$ cat config.mk
export PLATFORM = sky130hd
export DESIGN_NAME = msg_ring_buffer
export DESIGN_NICKNAME = d
export VERILOG_FILES = /design/src/rtl/msg_buf_pkg.sv /design/src/rtl/msg_buf_ram.sv /design/src/rtl/msg_ring_buffer.sv
export SDC_FILE = /design/constraint.sdc
export NUM_CORES = 1
export LEC_CHECK = 0
export CORE_MARGIN = 1
export CORE_UTILIZATION = 56
export CTS_CLUSTER_DIAMETER = 30
export DETAILED_ROUTE_END_ITERATION = 8
export PLACE_DENSITY = 0.73
export SLEW_MARGIN = 20
export SYNTH_ARGS = -nofsm -noshare
export SYNTH_HDL_FRONTEND = slang
export SYNTH_SLANG_ARGS = --single-unit
$ cat constraint.sdc
create_clock -name clk -period 11.1 [get_ports clk]
set_clock_uncertainty 0.2 [all_clocks]
set_input_delay 2.22 -clock clk [delete_from_list [all_inputs] [get_ports clk]]
set_output_delay 2.22 -clock clk [all_outputs]
set_load 0.01 [all_outputs]
$ cat src/rtl/msg_buf_pkg.sv
// Shared defaults and stored-word layout for the message ring buffer.
// A stored word carries the message-final flag alongside the payload.
package msg_buf_pkg;

  localparam int MSG_WIDTH_DEF = 16;
  localparam int DEPTH_DEF     = 32;

  typedef struct packed {
    logic                     last;
    logic [MSG_WIDTH_DEF-1:0] data;
  } msg_word_t;

endpackage

$ cat src/rtl/msg_buf_ram.sv
// Message storage: one synchronous write port and one asynchronous read port.
module msg_buf_ram #(
  parameter  int DEPTH  = 32,
  parameter  int WIDTH  = 17,
  localparam int ADDR_W = $clog2(DEPTH)
) (
  input  logic              clk,
  input  logic              we_i,
  input  logic [ADDR_W-1:0] waddr_i,
  input  logic [WIDTH-1:0]  wdata_i,
  input  logic [ADDR_W-1:0] raddr_i,
  output logic [WIDTH-1:0]  rdata_o
);

  logic [WIDTH-1:0] mem_q [DEPTH];

  // NOTE: storage has no reset; the pointers alone define which entries are valid.
  always_ff @(posedge clk) begin
    if (we_i) mem_q[waddr_i] <= wdata_i;
  end

  assign rdata_o = mem_q[raddr_i];

endmodule

$ cat src/rtl/msg_ring_buffer.sv
// Message-granular ring buffer: words become visible to the reader only once
// their message is committed by in_last; a partial message can be aborted.
module msg_ring_buffer
  import msg_buf_pkg::*;
#(
  parameter  int MSG_WIDTH = MSG_WIDTH_DEF,
  parameter  int DEPTH     = DEPTH_DEF,
  parameter  int AF_THRESH = DEPTH - 4,
  localparam int ADDR_W    = $clog2(DEPTH)
) (
  input  logic                 clk,
  input  logic                 rst,
  input  logic                 in_valid,
  output logic                 in_ready,
  input  logic [MSG_WIDTH-1:0] in_data,
  input  logic                 in_last,
  input  logic                 in_abort,
  output logic                 out_valid,
  input  logic                 out_ready,
  output logic [MSG_WIDTH-1:0] out_data,
  output logic                 out_last,
  output logic [ADDR_W:0]      level,
  output logic                 almost_full
);

  typedef logic [ADDR_W:0] ptr_t;

  localparam ptr_t PTR_ONE = ptr_t'(1);
  localparam ptr_t FULL_P  = ptr_t'(DEPTH);
  localparam ptr_t AF_P    = ptr_t'(AF_THRESH);

  ptr_t wr_ptr_q, wr_ptr_d;
  ptr_t commit_ptr_q, commit_ptr_d;
  ptr_t rd_ptr_q, rd_ptr_d;
  logic                 out_valid_q, out_valid_d;
  logic [MSG_WIDTH-1:0] out_data_q, out_data_d;
  logic                 out_last_q, out_last_d;

  msg_word_t wr_word, rd_word;
  ptr_t      used;
  logic      wr_en, rd_en;

  // Occupancy counts uncommitted words too, so an over-long message stalls the writer.
  assign used     = wr_ptr_q - rd_ptr_q;
  assign in_ready = (used != FULL_P);
  assign wr_en    = in_valid && in_ready && !in_abort;
  assign rd_en    = (commit_ptr_q != rd_ptr_q) && (!out_valid_q || out_ready);

  always_comb begin
    wr_word.last = in_last;
    wr_word.data = in_data;
    wr_ptr_d     = wr_ptr_q;
    commit_ptr_d = commit_ptr_q;
    rd_ptr_d     = rd_ptr_q;
    out_valid_d  = out_valid_q;
    out_data_d   = out_data_q;
    out_last_d   = out_last_q;

    if (in_abort) begin
      wr_ptr_d = commit_ptr_q;
    end else if (wr_en) begin
      wr_ptr_d = wr_ptr_q + PTR_ONE;
      if (in_last) commit_ptr_d = wr_ptr_q + PTR_ONE;
    end

    if (rd_en) begin
      rd_ptr_d    = rd_ptr_q + PTR_ONE;
      out_valid_d = 1'b1;
      out_data_d  = rd_word.data;
      out_last_d  = rd_word.last;
    end else if (out_ready) begin
      out_valid_d = 1'b0;
    end
  end

  // NOTE: state registers use non-blocking assignments so every flop samples pre-edge values.
  always_ff @(posedge clk) begin
    if (rst) begin
      wr_ptr_q     <= '0;
      commit_ptr_q <= '0;
      rd_ptr_q     <= '0;
      out_valid_q  <= 1'b0;
      out_data_q   <= '0;
      out_last_q   <= 1'b0;
    end else begin
      wr_ptr_q     <= wr_ptr_d;
      commit_ptr_q <= commit_ptr_d;
      rd_ptr_q     <= rd_ptr_d;
      out_valid_q  <= out_valid_d;
      out_data_q   <= out_data_d;
      out_last_q   <= out_last_d;
    end
  end

  msg_buf_ram #(
    .DEPTH (DEPTH),
    .WIDTH ($bits(msg_word_t))
  ) u_ram (
    .clk     (clk),
    .we_i    (wr_en),
    .waddr_i (wr_ptr_q[ADDR_W-1:0]),
    .wdata_i (wr_word),
    .raddr_i (rd_ptr_q[ADDR_W-1:0]),
    .rdata_o (rd_word)
  );

  assign out_valid   = out_valid_q;
  assign out_data    = out_data_q;
  assign out_last    = out_last_q;
  assign level       = commit_ptr_q - rd_ptr_q;
  assign almost_full = (used >= AF_P);

endmodule

==> out/metrics.csv, run 1 <==
stage,metric,value,unit
clock_network,worst skew pair latency,600,ps
clock_network,Num CTS Buffers,93,
sta,final hold slack,306.2,ps
worst_setup_path,slowest CP cell,clkdlybuf4s50_1,
sta,final clock period utilization by the worst path,0.5503,
place,# port buffers,47,
worst_setup_path,reg2reg end,u_ram.mem_q[18][15]$_DFFE_PP_,
die,IO Pins,48,
synthesis,Netlist Area Pre-Place,22740,um^2
drt,DRC Markers,0,
worst_setup_path,"CP delay by family, top",buffers and inverters,
sta,Fin Setup TNS,0,ps
synthesis,post-synthesis sequential area ratio,0.7502,
finish,Syn-to-layout area delta,19.59,%
grt,met3 usage,0.07654,
drt,ANT nets after route,0,
synthesis,Yosys cell types,52,
worst_setup_path,CP endpoint,in_ready,
worst_setup_path,"Arr. time, crit path",3690,ps
worst_setup_path,Crit path largest cell delay,580,ps
grt,Top Usage Layer GRT,met1,
worst_setup_path,"reg-to-reg slack, setup",6100,ps
sta,max_slew headroom,0.2933,
synthesis,#FFs+latches synth,580,
clock_network,setup repair bufs after CTS,0,
worst_setup_path,Buffers & Inverters on Critical Path,4,
clock_network,Sink Count,580,
power_and_ir_drop,total power,6.464,mW
clock_network,hold buffers post-CTS,0,
clock_network,Clock Tree Root,clkbuf_16,
power_and_ir_drop,pwr/cell area,237.7,nW/um^2
synthesis,Yosys top cell by area,edfxtp_1,
sta,Worst Max-Slew Pin Slew,1059,ps
finish,Layout Nets,1291,
power_and_ir_drop,Worst VDD drop,0.1227,mV
worst_setup_path,Worst Setup SP,rd_ptr_q[2]$_SDFFE_PP0P_,
grt,vias in the first global route,11830,
clock_network,clk slew on worst S/H paths,60,ps
clock_network,cells resized by post-CTS repair,0,
synthesis,yosys warns,0,
min_path,Worst Hold Class,reg2reg,
worst_setup_path,Critical Path Sink Type,output port,
synthesis,ranking of synthesized cells by area,"edfxtp_1 72%, mux4_2 15%, dfxtp_1 3.2%",
worst_setup_path,Stages on worst setup path,9,
drt,Via Count,11690,
clock_network,Max Buffers Root-to-Sink,3,
drt,First-pass DRT Iterations,7,
drt,drt total wl,52.09,mm
grt,first-pass GRT wire length,77.49,mm
place,Post-Place Cells,1683,
worst_setup_path,Worst Setup Start Kind,flop,
worst_setup_path,Critical Path RT,8680,ps
job,MaxCap Viol Count,0,
worst_setup_path,Worst R2R Start,rd_ptr_q[2]$_SDFFE_PP0P_,
grt,Total GRT Usage,0.2636,
synthesis,top cells by instance count after synthesis,"544 x edfxtp_1, 153 x mux4_2, 147 x nor2_1",
grt,GR Util met2,0.3815,
synthesis,top-count cell post-synth,edfxtp_1,
clock_network,CTS tree,yes,
grt,Global Route met1 Usage,0.3915,
sta,Max Freq,0.1637,GHz
sta,RSZ-0062 raised after global routing,false,
power_and_ir_drop,total leakage power,8.708,nW
die,core area,39910,um^2
finish,fillers,2336,
die,Starting Density,0.5696,
grt,largest net degree at the start of global routing,64,
die,die footprint,41410,um^2
grt,antenna violations before repair,2,
synthesis,Synthesized Nets,1179,
worst_setup_path,"Cell Chain, Critical Path","clkinv_1, buf_4, ha_1, o21a_1, o31a_1, a31o_1, o211a_4, inv_2, clkdlybuf4s50_1",
sta,Final Hold Viols,0,
sta,# setup viols final,0,
synthesis,Syn Area/Cell,19.93,um^2
die,Site Rows,73,
die,Die H,203.5,um
drt,starting DRC count in detailed routing,1558,
drt,WL/cell,28.02,um
synthesis,Post-synth ARST share,0,
drt,vias per cell,6.288,
synthesis,"EDFF count, synth",544,
sta,Final Max Slew Viols,0,
place,Placer Congestion,0.9165,
die,Die X,203.5,um
outcome,status,completed,
clock_network,H-tree Lvls,3,
worst_setup_path,CP Max Fanout,23,
synthesis,post-synthesis cell count,1141,
worst_setup_path,R2R depth,10,
finish,Layout Cells excl Fill,1859,
synthesis,area share of the largest cell type after synthesis,0.7185,
worst_setup_path,CP Class,reg2out,
finish,layout cells sized above 1,0.2960,
synthesis,prevailing post-synth register cell,edfxtp_1,
place,DP Wirelength,29.63,mm
sta,Final min period,6108,ps
grt,total grt overflow,0,
[cells in the final DEF, fill, tap and decap left out, drive strengths merged, types with 2 or more instances in the layout]
cell type,count
a211oi,2
a21o,3
a21oi,5
a221o,4
and3,2
and4,3
buf,27
bufinv,13
clkbuf,99
clkdlybuf4s50,45
clkinv,27
clkinvlp,15
dfxtp,36
diode,3
edfxtp,544
ha,15
inv,37
mux2,4
mux4,153
nand2,40
nand2b,3
nand3,7
nand3b,3
nand4,10
nor2,147
nor2b,7
nor4,2
o2111ai,3
o21a,2
o21ai,4
o22ai,14
o31ai,15
or3,6
or3b,2
xnor2,13
xor2,4
[stage by stage]
stage          setup slack [ps]  area, um^2  utilization
5_1_grt                    4856       27180       0.6810
6_report                   4992       27190       0.6812
3_5_place_dp               5637       23880       0.5983
2_1_floorplan              6104       22740            -
3_3_place_gp               5715       23890       0.5984
4_1_cts                    4982       27180       0.6810
[worst min path at each step]
stage | from | to | slack [ps] | depth (start not counted)
detailed placement | out_data[14]$_SDFFE_PP0P_ | out_data[14]$_SDFFE_PP0P_ | 300 | 2
CTS | commit_ptr_q[0]$_SDFFE_PP0P_ | wr_ptr_q[0]$_SDFFE_PP0P_ | 300 | 2
global placement | out_data[14]$_SDFFE_PP0P_ | out_data[14]$_SDFFE_PP0P_ | 290 | 2
global route | out_data[11]$_SDFFE_PP0P_ | out_data[11]$_SDFFE_PP0P_ | 320 | 2
floorplan | out_data[0]$_SDFFE_PP0P_ | out_data[0]$_SDFFE_PP0P_ | 270 | 2
finish | commit_ptr_q[0]$_SDFFE_PP0P_ | wr_ptr_q[0]$_SDFFE_PP0P_ | 310 | 2
[worst reg2reg max path, stage by stage (launching register included)]
cell and delay, ps:
dfxtp_2 330, clkinv_1 350, buf_4 400, ha_1 410
o21a_1 190, o31a_1 130, a31o_1 250, o211a_4 280
inv_2 170, nand4_1 790, nor2_2 1110
[power breakdown]
part	total, mW	switching [mW]	internal (mW)	leakage, nW
Clock	2.99	1.08	1.91	1.57
Combinational	0.959	0.497	0.462	1.95
Sequential	2.51	0.0758	2.44	5.19
Total	6.46	1.65	4.81	8.71
[cells by family after synthesis]
logic type      count (synthesis)  synth area share
flops                         580            0.7502
simple gates                  235           0.04474
buf+inv                        73           0.01381
fa+ha+maj                      16          0.009135
mux                           158            0.1546
xor+xnor                       17          0.006548
compound gates                 62           0.02097
[routing by layer]
metal | vias up | share of wire
li1 | 4890 | -
met2 | 697 | 0.46
met1 | 6028 | 0.41
met5 | - | 0
met3 | 74 | 0.11
met4 | 0 | 0.024
[registers in the layout, indices dropped and copies added (netlist names)]
register      cells
commit_ptr_q      6
out_data         16
out_last          1
out_valid         1
rd_ptr_q          6
u_ram.mem_q     544
wr_ptr_q          6
[layout make-up]
type | count | area, um^2 | share of cell area
clock inverters | 74 | 885.9 | 0.03258
diodes | 3 | 7.507 | 0.0002761
well taps | 525 | 656.9 | 0.02416
clock buffers | 99 | 2414 | 0.08876
inverters | 18 | 67.56 | 0.002485
repair buffers | 72 | 648.1 | 0.02384
flip-flops and latches | 580 | 17070 | 0.6276
multi-input cells | 488 | 5446 | 0.2003
No activity file was read; power rests on OpenSTA's default activity.
==> inputs of run 2 (changes only) <==
==> constraint.sdc (replaced) <==
create_clock -name clk -period 5.9 [get_ports clk]
set_clock_uncertainty 0.2 [all_clocks]
set_input_delay 1.18 -clock clk [delete_from_list [all_inputs] [get_ports clk]]
set_output_delay 1.18 -clock clk [all_outputs]
set_load 0.01 [all_outputs]
==> out/metrics.csv, run 2 (synthesis gave the netlist of run 1 again) <==
stage,metric,value,unit
power_and_ir_drop,Clk network pwr share,0.484,
grt,first-pass GRT wire length,76.60,mm
clock_network,H-tree Lvls,3,
power_and_ir_drop,pwr/cell area,451.6,nW/um^2
sta,# setup viols final,0,
drt,Via Count,11810,
grt,total grt overflow,0,
die,Site Rows,73,
worst_setup_path,"Cell Chain, Critical Path","inv_1, ha_1, nor2b_4, o31a_1, a31o_1, o211a_4, inv_2, clkdlybuf4s50_1",
worst_setup_path,reg2reg end,u_ram.mem_q[11][2]$_DFFE_PP_,
finish,Syn-to-layout area delta,21.13,%
finish,ant diodes,0,
sta,Final Max Slew Viols,0,
drt,starting DRC count in detailed routing,1143,
drt,First-pass DRT Iterations,6,
sta,Final Hold Viols,0,
sta,Fin Setup TNS,0,ps
clock_network,Num CTS Buffers,105,
power_and_ir_drop,internal power,9.364,mW
worst_setup_path,Worst R2R Start,rd_ptr_q[1]$_SDFFE_PP0P_,
power_and_ir_drop,switching share of power,0.2471,
clock_network,hold buffers post-CTS,0,
die,Die X,203.5,um
drt,WL/cell,27.08,um
power_and_ir_drop,Worst VDD drop,0.2908,mV
sta,final worst slack,1072,ps
sta,Max Freq,0.2071,GHz
grt,largest net degree at the start of global routing,105,
clock_network,setup repair bufs after CTS,0,
finish,most frequent cells in the layout,"544 x edfxtp_1, 153 x mux4_2, 116 x nor2_1",
worst_setup_path,"reg-to-reg slack, setup",1260,ps
die,Starting Density,0.5696,
finish,max reg flops,544,
worst_setup_path,CP Class,reg2out,
power_and_ir_drop,Seq pwr share,0.377,
finish,Layout Cells excl Fill,1895,
worst_setup_path,R2R depth,9,
die,core area,39910,um^2
place,DP Wirelength,28.08,mm
drt,drt total wl,51.32,mm
finish,Largest Register,u_ram.mem_q,
finish,Multi-input gate area,5449,um^2
place,Post-Place Cells,1696,
drt,ANT nets after route,0,
place,Placer Congestion,0.8513,
min_path,WHS Path Cells,2,
drt,DRC Markers,0,
clock_network,Sink Count,580,
finish,"commonest non-fill, non-tap cell in the layout",edfxtp_1,
grt,vias in the first global route,12220,
worst_setup_path,slowest CP cell,dfxtp_4,
worst_setup_path,"Arr. time, crit path",3450,ps
clock_network,worst skew pair latency,620,ps
worst_setup_path,Critical Path Sink Type,output port,
die,Die H,203.5,um
finish,layout cells sized above 1,0.3124,
min_path,Worst Hold Path EP,out_data[5]$_SDFFE_PP0P_,
sta,max_slew headroom,0.2186,
worst_setup_path,Crit path largest cell delay,650,ps
power_and_ir_drop,Logic pwr share,0.140,
power_and_ir_drop,total leakage power,8.952,nW
worst_setup_path,Worst Setup Start Kind,flop,
job,MaxCap Viol Count,0,
die,die footprint,41410,um^2
power_and_ir_drop,Switching Power,3.073,mW
min_path,Min-Delay Startpoint,out_data[5]$_SDFFE_PP0P_,
grt,antenna violations before repair,0,
sta,final clock period utilization by the worst path,0.8183,
sta,Final min period,4828,ps
sta,Worst Max-Slew Pin Slew,1168,ps
finish,fillers,2355,
finish,Layout Nets,1317,
outcome,status,completed,
worst_setup_path,Worst Setup SP,rd_ptr_q[1]$_SDFFE_PP0P_,
worst_setup_path,Critical Path RT,4520,ps
sta,RSZ-0062 raised after global routing,false,
place,# port buffers,47,
die,IO Pins,48,
worst_setup_path,CP Max Fanout,30,
place,pre-CTS setup slack,1256,ps
drt,vias per cell,6.232,
clock_network,Clock Tree Root,clkbuf_16,
clock_network,Max Buffers Root-to-Sink,3,
clock_network,clk slew on worst S/H paths,50,ps
clock_network,cells resized by post-CTS repair,0,
finish,register area,17070,um^2
grt,Total GRT Usage,0.2572,
min_path,Worst Hold Class,reg2reg,
clock_network,CTS tree,yes,
==> run 2: cell types whose count changed in the layout (fill, tap and decap cells not counted), sizes merged <==
cell / delta
bufinv: +1
diode: -3
clkinvlp: -3
clkinv: +13
clkbuf: +13
inv: +1
clkdlybuf4s50: -11
buf: +25
==> run 2: cell type report <==
type                    count  share of cell area
well taps                 525             0.02385
flip-flops and latches    580              0.6196
multi-input cells         488              0.1978
inverters                  18            0.002453
clock inverters            86             0.03380
repair buffers             86             0.02608
clock buffers             112             0.09636
==> run 2: worst max-delay path, delay by kind of cell (launching register included) <==
kind | cells | cell delay [ps]
flops | 1 | 650
compound gates | 3 | 800
buf+inv | 3 | 910
simple gates | 1 | 130
fa+ha+maj | 1 | 340
==> run 2: worst max path at each step <==
| stage | depth (start not counted) | slack [ps] | endpoint |
|---|---|---|---|
| finish | 8 | 1070 | in_ready |
| CTS | 8 | 1060 | in_ready |
| global route | 8 | 950 | in_ready |
| floorplan | 12 | 1650 | u_ram.mem_q[30][0]$_DFFE_PP_ |
| global placement | 9 | 1310 | u_ram.mem_q[19][15]$_DFFE_PP_ |
| detailed placement | 9 | 1260 | u_ram.mem_q[19][9]$_DFFE_PP_ |
==> run 2: power groups by stage <==
stage	Combinational, mW	Clock, mW	Sequential [mW]
floorplan	1.18	0	4.72
global placement	1.73	0	4.76
detailed placement	1.74	0	4.76
CTS	1.76	6.06	4.68
global route	1.85	6.26	4.69
finish	1.74	6.01	4.69
==> run 2: per-stage QoR <==
| step | power [mW] | area [um^2] | utilization | hold WS [ps] |
|---|---|---|---|---|
| after floorplan | 5.906 | 22740 | - | 266.6 |
| after global placement | 6.492 | 24000 | 0.6013 | 251.6 |
| after detailed placement | 6.502 | 23980 | 0.6007 | 249.9 |
| after CTS | 12.51 | 27560 | 0.6905 | 256.7 |
| after global routing | 12.80 | 27540 | 0.6900 | 290.7 |
| final | 12.44 | 27540 | 0.6900 | 262.5 |
==> run 2: metal layers <==
| metal | up-vias | GRT usage | share of wire |
|---|---|---|---|
| met1 | 6127 | 0.3499 | 0.39 |
| met5 | - | 0 | 0 |
| met2 | 639 | 0.4104 | 0.50 |
| li1 | 4960 | - | - |
| met4 | 0 | 0.1002 | 0.026 |
| met3 | 84 | 0.05721 | 0.084 |
==> RTL edit 1, RTL diff (settings of run 1) <==
Register the output `level`, cleared by the reset; this adds one clock of latency there. The other outputs are not delayed to match.
--- a/src/rtl/msg_ring_buffer.sv
+++ b/src/rtl/msg_ring_buffer.sv
@@ -109,3 +109,9 @@
   assign out_last    = out_last_q;
-  assign level       = commit_ptr_q - rd_ptr_q;
+  always_ff @(posedge clk) begin
+    if (rst) begin
+      level <= '0;
+    end else begin
+      level <= commit_ptr_q - rd_ptr_q;
+    end
+  end
   assign almost_full = (used >= AF_P);
Formal check against the unedited RTL: not equivalent (a bounded check fails within 4 cycles, from zero or initial values and one cycle with rst high).
==> RTL edit 1 against run 1 <==
Worst setup slack got worse by 0.15 ns. Cell area is 0.89% higher. Area after synthesis is 0.65% higher. Highest routed layer is now met5. Critical path type unchanged. Routed wire length grew 3.3%. Final cell count is 1.1% higher. Sequential cell count rose by 6. Power is 1.1% higher.
==> RTL edit 1: results (changes against run 1) <==
** Synth
- Number of instances in the synthesized netlist :: 1152 (+0.96%)
- The synthesized-area fraction occupied by ao, oa, aoi and oai cells came to 2.01% (-0.090 points).
- Share of synthesized area occupied by flip-flops and latches :: 75.1% (about the same)
- The post-synthesis mux area share is 15.4% (-0.10 points).
- The adder-cell area share of the yosys netlist was 0.908% (-0.0059 points).
- Cell types with the largest area share after synthesis :: edfxtp_1 71%, mux4_2 15%, dfxtp_1 3.7%, nor2_1 2.1%, nand2_1 0.92%
- Cell types with the highest counts after synthesis :: 544 x edfxtp_1, 153 x mux4_2, 131 x nor2_1
- Yosys synthesis warning count :: 0 (unchanged)
- Number of library cell types mapped by synthesis :: 53 (+1.9%)
- Synthesized-area fraction occupied by xor and xnor cells :: 0.574% (-0.081 points)

** Detailed routing
- The violation count after the first detailed-routing iteration was 1291 (-17%).
- Pre-Repair DR Iteration Count :: 5 (-2)
- Via count :: 11900 (+2.1%)
- The final routed wirelength across all metal layers is 53.8 mm (+3.3%).
- Average routed wire per standard cell :: 28.6 um (+2.2%)

** Worst hold path
- Worst Min Path Start :: out_data[0]
- For hold timing, the worst endpoint is out_data[0].

** GRT
- First-pass GRT wire length :: 79.0 mm (+1.9%)
- Total routing resource utilization after global routing :: 26.9% (+0.57 points)
- Maximum number of pins on one net before global-route repair :: 57 (-11%)
- The initial antenna violation count was 1 (-1).

** Pwr
- Leakage component of the power :: 0.00878 uW (+0.78%)
- P_comb :: 925 uW (-3.5%)
- Worst supply voltage drop on vdd :: 0.117 mV (-4.9%)
- Switch share :: 25.7% (+0.19 points)
- Clock group power :: 3050 uW (+2%)

** Finish
- The share of layout cells above drive strength 1 is 29.2% (-0.36 points).
- Number of inserted diodes :: 0 (-3)
- Number of filler cells placed in the layout :: 2477 (+6.0%)
- The total number of nets in the final design is 1307 (+1.2%).

** Place
- RD Place Congestion :: 0.941 (+2.7%)
- Detailed placement HPWL :: 30.4 mm (+2.7%)
- The setup slack after placement is 5.48 ns (-0.154 ns).
- The cell total after placement was 1691 (+0.48%).

** Setup path
- Worst setup slack for register-to-register paths :: 5.85 ns (-0.25 ns)
- For this run, the slowest stage of the critical path takes roughly 0.57 ns.
- Data arrival time of the critical path :: 3.83 ns (+0.14 ns)
- R2r worst-path depth :: 9 (-1)
- The endpoint identified for the worst register-to-register timing path is u_ram.mem_q[20][13].
- The top fanout value on the critical path came to 18 (-22%).
- In this run the worst setup path begins at rd_ptr_q[4].
- CP top delay family :: buffers and inverters

** Clock tree
- Number of buffers created by CTS :: 101 (+8.6%)
- The clock latency on the worst-skew pair was 0.62 ns (+0.02 ns).

** STA
- Final hold slack :: 0.286 ns (-0.0200 ns)
- Tmin final :: 6.25 ns (+0.146 ns)
- Slew @ Worst Pin :: 1.06 ns (+0.00516 ns)

** Status
- Run status :: finished, final reports clean
-- RTL edit 1: metrics by stage --
| stage | total power [uW] | area [um2] |
|---|---|---|
| finish | 6530 | 27400 |
| CTS | 6570 | 27400 |
| global route | 6720 | 27400 |
| detailed placement | 3520 | 24000 |
| floorplan | 3160 | 22900 |
| global placement | 3510 | 24000 |
-- RTL edit 1: cell type report --
class / instances / area, um2 / area share [%]
repair buffers: 71 / 646 / 2.35
clock inverters: 78 / 831 / 3.03
multi-input cells: 493 / 5470 / 19.9
clock buffers: 110 / 2580 / 9.41
flip-flops and latches: 586 / 17200 / 62.6
inverters: 16 / 60.1 / 0.219
well taps: 525 / 657 / 2.39
-- RTL edit 1: layer usage --
metal / share of wire [%] / vias to the layer above / global-route usage [%]
met5: 0.022 / - / 0
met3: 9.9 / 88 / 6.06
met1: 42 / 6210 / 40.7
li1: - / 4940 / -
met4: 2.6 / 2 / 9.25
met2: 45 / 690 / 39.2
==> RTL edit 2, RTL diff (flow settings as in run 1) <==
Without the edit above. `MSG_WIDTH_DEF`: 16 -> 24.
--- a/src/rtl/msg_buf_pkg.sv
+++ b/src/rtl/msg_buf_pkg.sv
@@ -4,3 +4,3 @@
 
-  localparam int MSG_WIDTH_DEF = 16;
+  localparam int MSG_WIDTH_DEF = 24;
   localparam int DEPTH_DEF     = 32;
Ports: changed (resized in_data and out_data); port bits go from 48 to 64. The function was not compared with the original's and may differ.
==> RTL edit 2 against run 1 <==
Sequential cell count is 264 higher. Sequential share of layout area grew 1.2 points. Global-route usage is 1.5 points higher. Power is 43% higher. Cell area is 43% higher. Routed wire length is 54% higher. Critical path depth shrank 1. Area after synthesis increased by 44%. Worst setup slack worse by 0.14 ns. Highest routed layer is now met5.
==> RTL edit 2: results (changes against run 1) <==
** GRT
- Maximum number of pins on one net before global-route repair :: 79 (+23%)
- First-pass GRT wire length :: 115 mm (+49%)
- Vias in the first global route :: 16600 (+40%)
- Met2 GRT Util :: 39.2% (+1.1 points)
- The met3 usage was 7.59% (-0.064 points).
- The combined global-route utilization of all metal layers was 27.9% (+1.5 points).
- Initial antenna violation count :: 6 (+4)
- The met1 global-route usage is 42.5% (+3.3 points).

** Clock tree
- The number of buffers inserted during clock tree synthesis is 139 (+49%).
- The clock latency on the worst-skew pair was 0.72 ns (+0.12 ns).
- The deepest level of the CTS H-tree came to 4 (+1).

** Worst hold path
- The worst hold path begins at commit_ptr_q[2].

** Place
- The total of buffers placed on input and output ports came to 63 (+34%).
- The cell total after placement came to 2359 (+40%).
- RD Place Congestion :: 0.920 (+0.39%)
- The setup slack after placement came to 5.63 ns (-0.00865 ns).
- The estimated wirelength of the detail-placed design was 44.9 mm (+52%).

** Detailed routing
- The highest layer touched by signal routing is met5.
- The wire length on met2 came to 35.6 mm (+50%).
- Met1 WL :: 33.3 mm (+56%)
- The sum of met3 wire segment lengths after detailed routing came to 9.21 mm (+61%).
- The average wire per cell in the routed design came to 30.6 um (+9.1%).
- The violation count after the first detailed-routing iteration was 2069 (+33%).
- The final routed wirelength across all metal layers came to 80.0 mm (+54%).
- The number of detailed-routing iterations run before antenna repair came to 5 (-2).
- Via/cell ratio :: 6.43 (+2.3%)

** Finish
- Layout cell share with drive strength beyond 1 :: 28.8% (-0.77 points)
- Number of filler cells placed in the layout :: 3609 (+54%)
- Number of nets in the layout :: 1781 (+38%)
- Flip-flop count of the largest register, all copies and words added :: 800 (+47%)

** Synth
- Ranked by total cell area, the synthesized netlist is headed by edfxtp_1 74%, mux4_2 16%, dfxtp_1 2.7%, nor2_1 2.3%, nand2_1 0.61%.
- Cell types with the highest counts after synthesis :: 800 x edfxtp_1, 225 x mux4_2, 196 x nor2_1
- The synthesized net count was 1629 (+38%).
- The number of flops mapped to enable cells by yosys is 800 (+47%).
- The async set or reset register ratio after synthesis is 0% (unchanged).
- Syn_area_per_cell :: 20.6 um2 (+3.6%)
- The register area share after synthesis was 76.2% (+1.2 points).
- The count of cell types in the netlist is 53 (+1.9%).

** Status
- Run status :: finished, final reports clean

** Setup path
- Grouping stages by cell kind, the critical path spends the most delay in flip-flops.
- The worst endpoint data arrival time was 3.83 ns (+0.14 ns).
- The startpoint identified for the worst register-to-register timing path is rd_ptr_q[0].
- CP Max Fanout :: 78 (+240%)
- The maximum single-stage delay on the critical path was 1.05 ns (+0.47 ns).
- The largest individual stage delay along the critical path comes from the cell dfxtp_4.

** STA
- The worst max-slew margin expressed relative to the limit is 28.3% (-1.1 points).

** Pwr
- Worst supply voltage drop on vdd :: 0.174 mV (+42%)
- The leakage power figure is 0.0124 uW (+42%).
==> RTL edit 2: cell count changes after synthesis, sizes merged, moves of 7 or more <==
cell / change
mux4: +72
edfxtp: +256
clkbuf: +16
dfxtp: +8
o31ai: +7
buf: +11
nor2: +49
o22ai: +7
nand2: +13
==> RTL edit 2: path summary, 6_finish.rpt <==
path                          end  slack (ns)  depth (start not counted)
setup / recovery         level[5]        4.85                          8
hold / removal    commit_ptr_q[2]        0.30                          2
setup reg to reg     out_data[11]        6.67                          6
hold reg to reg   commit_ptr_q[2]        0.30                          2
==> RTL edit 2: area by class of cell <==
| class | instances | area share [%] |
|---|---|---|
| Sequential cell | 844 | 64.0 |
| Timing Repair Buffer | 93 | 2.07 |
| Clock inverter | 95 | 2.63 |
| Tap cell | 765 | 2.46 |
| Clock buffer | 163 | 9.27 |
| Antenna cell | 1 | 0.00642 |
| Inverter | 18 | 0.173 |
| Multi-Input combinational cell | 639 | 19.4 |
==> RTL edit 2: cell families after synthesis <==
logic type	count (synthesis)	synth area share (%)
fa+ha+maj	16	0.636
simple gates	299	3.86
mux	230	15.7
flops	844	76.2
compound gates	77	1.77
buf+inv	100	1.34
xor+xnor	17	0.456
==> RTL edit 2: where the power goes <==
group / switching, uW / internal [uW]
logic: 738 / 643
clock network: 1520 / 2680
registers: 123 / 3550
total: 2380 / 6870
==> RTL edit 2: per-stage QoR <==
step | hold slack [ns] | power, uW | util (%) | cell area [um2]
after CTS | 0.299 | 9280 | 67.5 | 39000
after global routing | 0.326 | 9500 | 67.5 | 39000
after detailed placement | 0.290 | 5090 | 59.5 | 34300
after global placement | 0.288 | 5080 | 59.5 | 34300
final | 0.298 | 9260 | 67.5 | 39000
after floorplan | 0.259 | 4530 | - | 32700
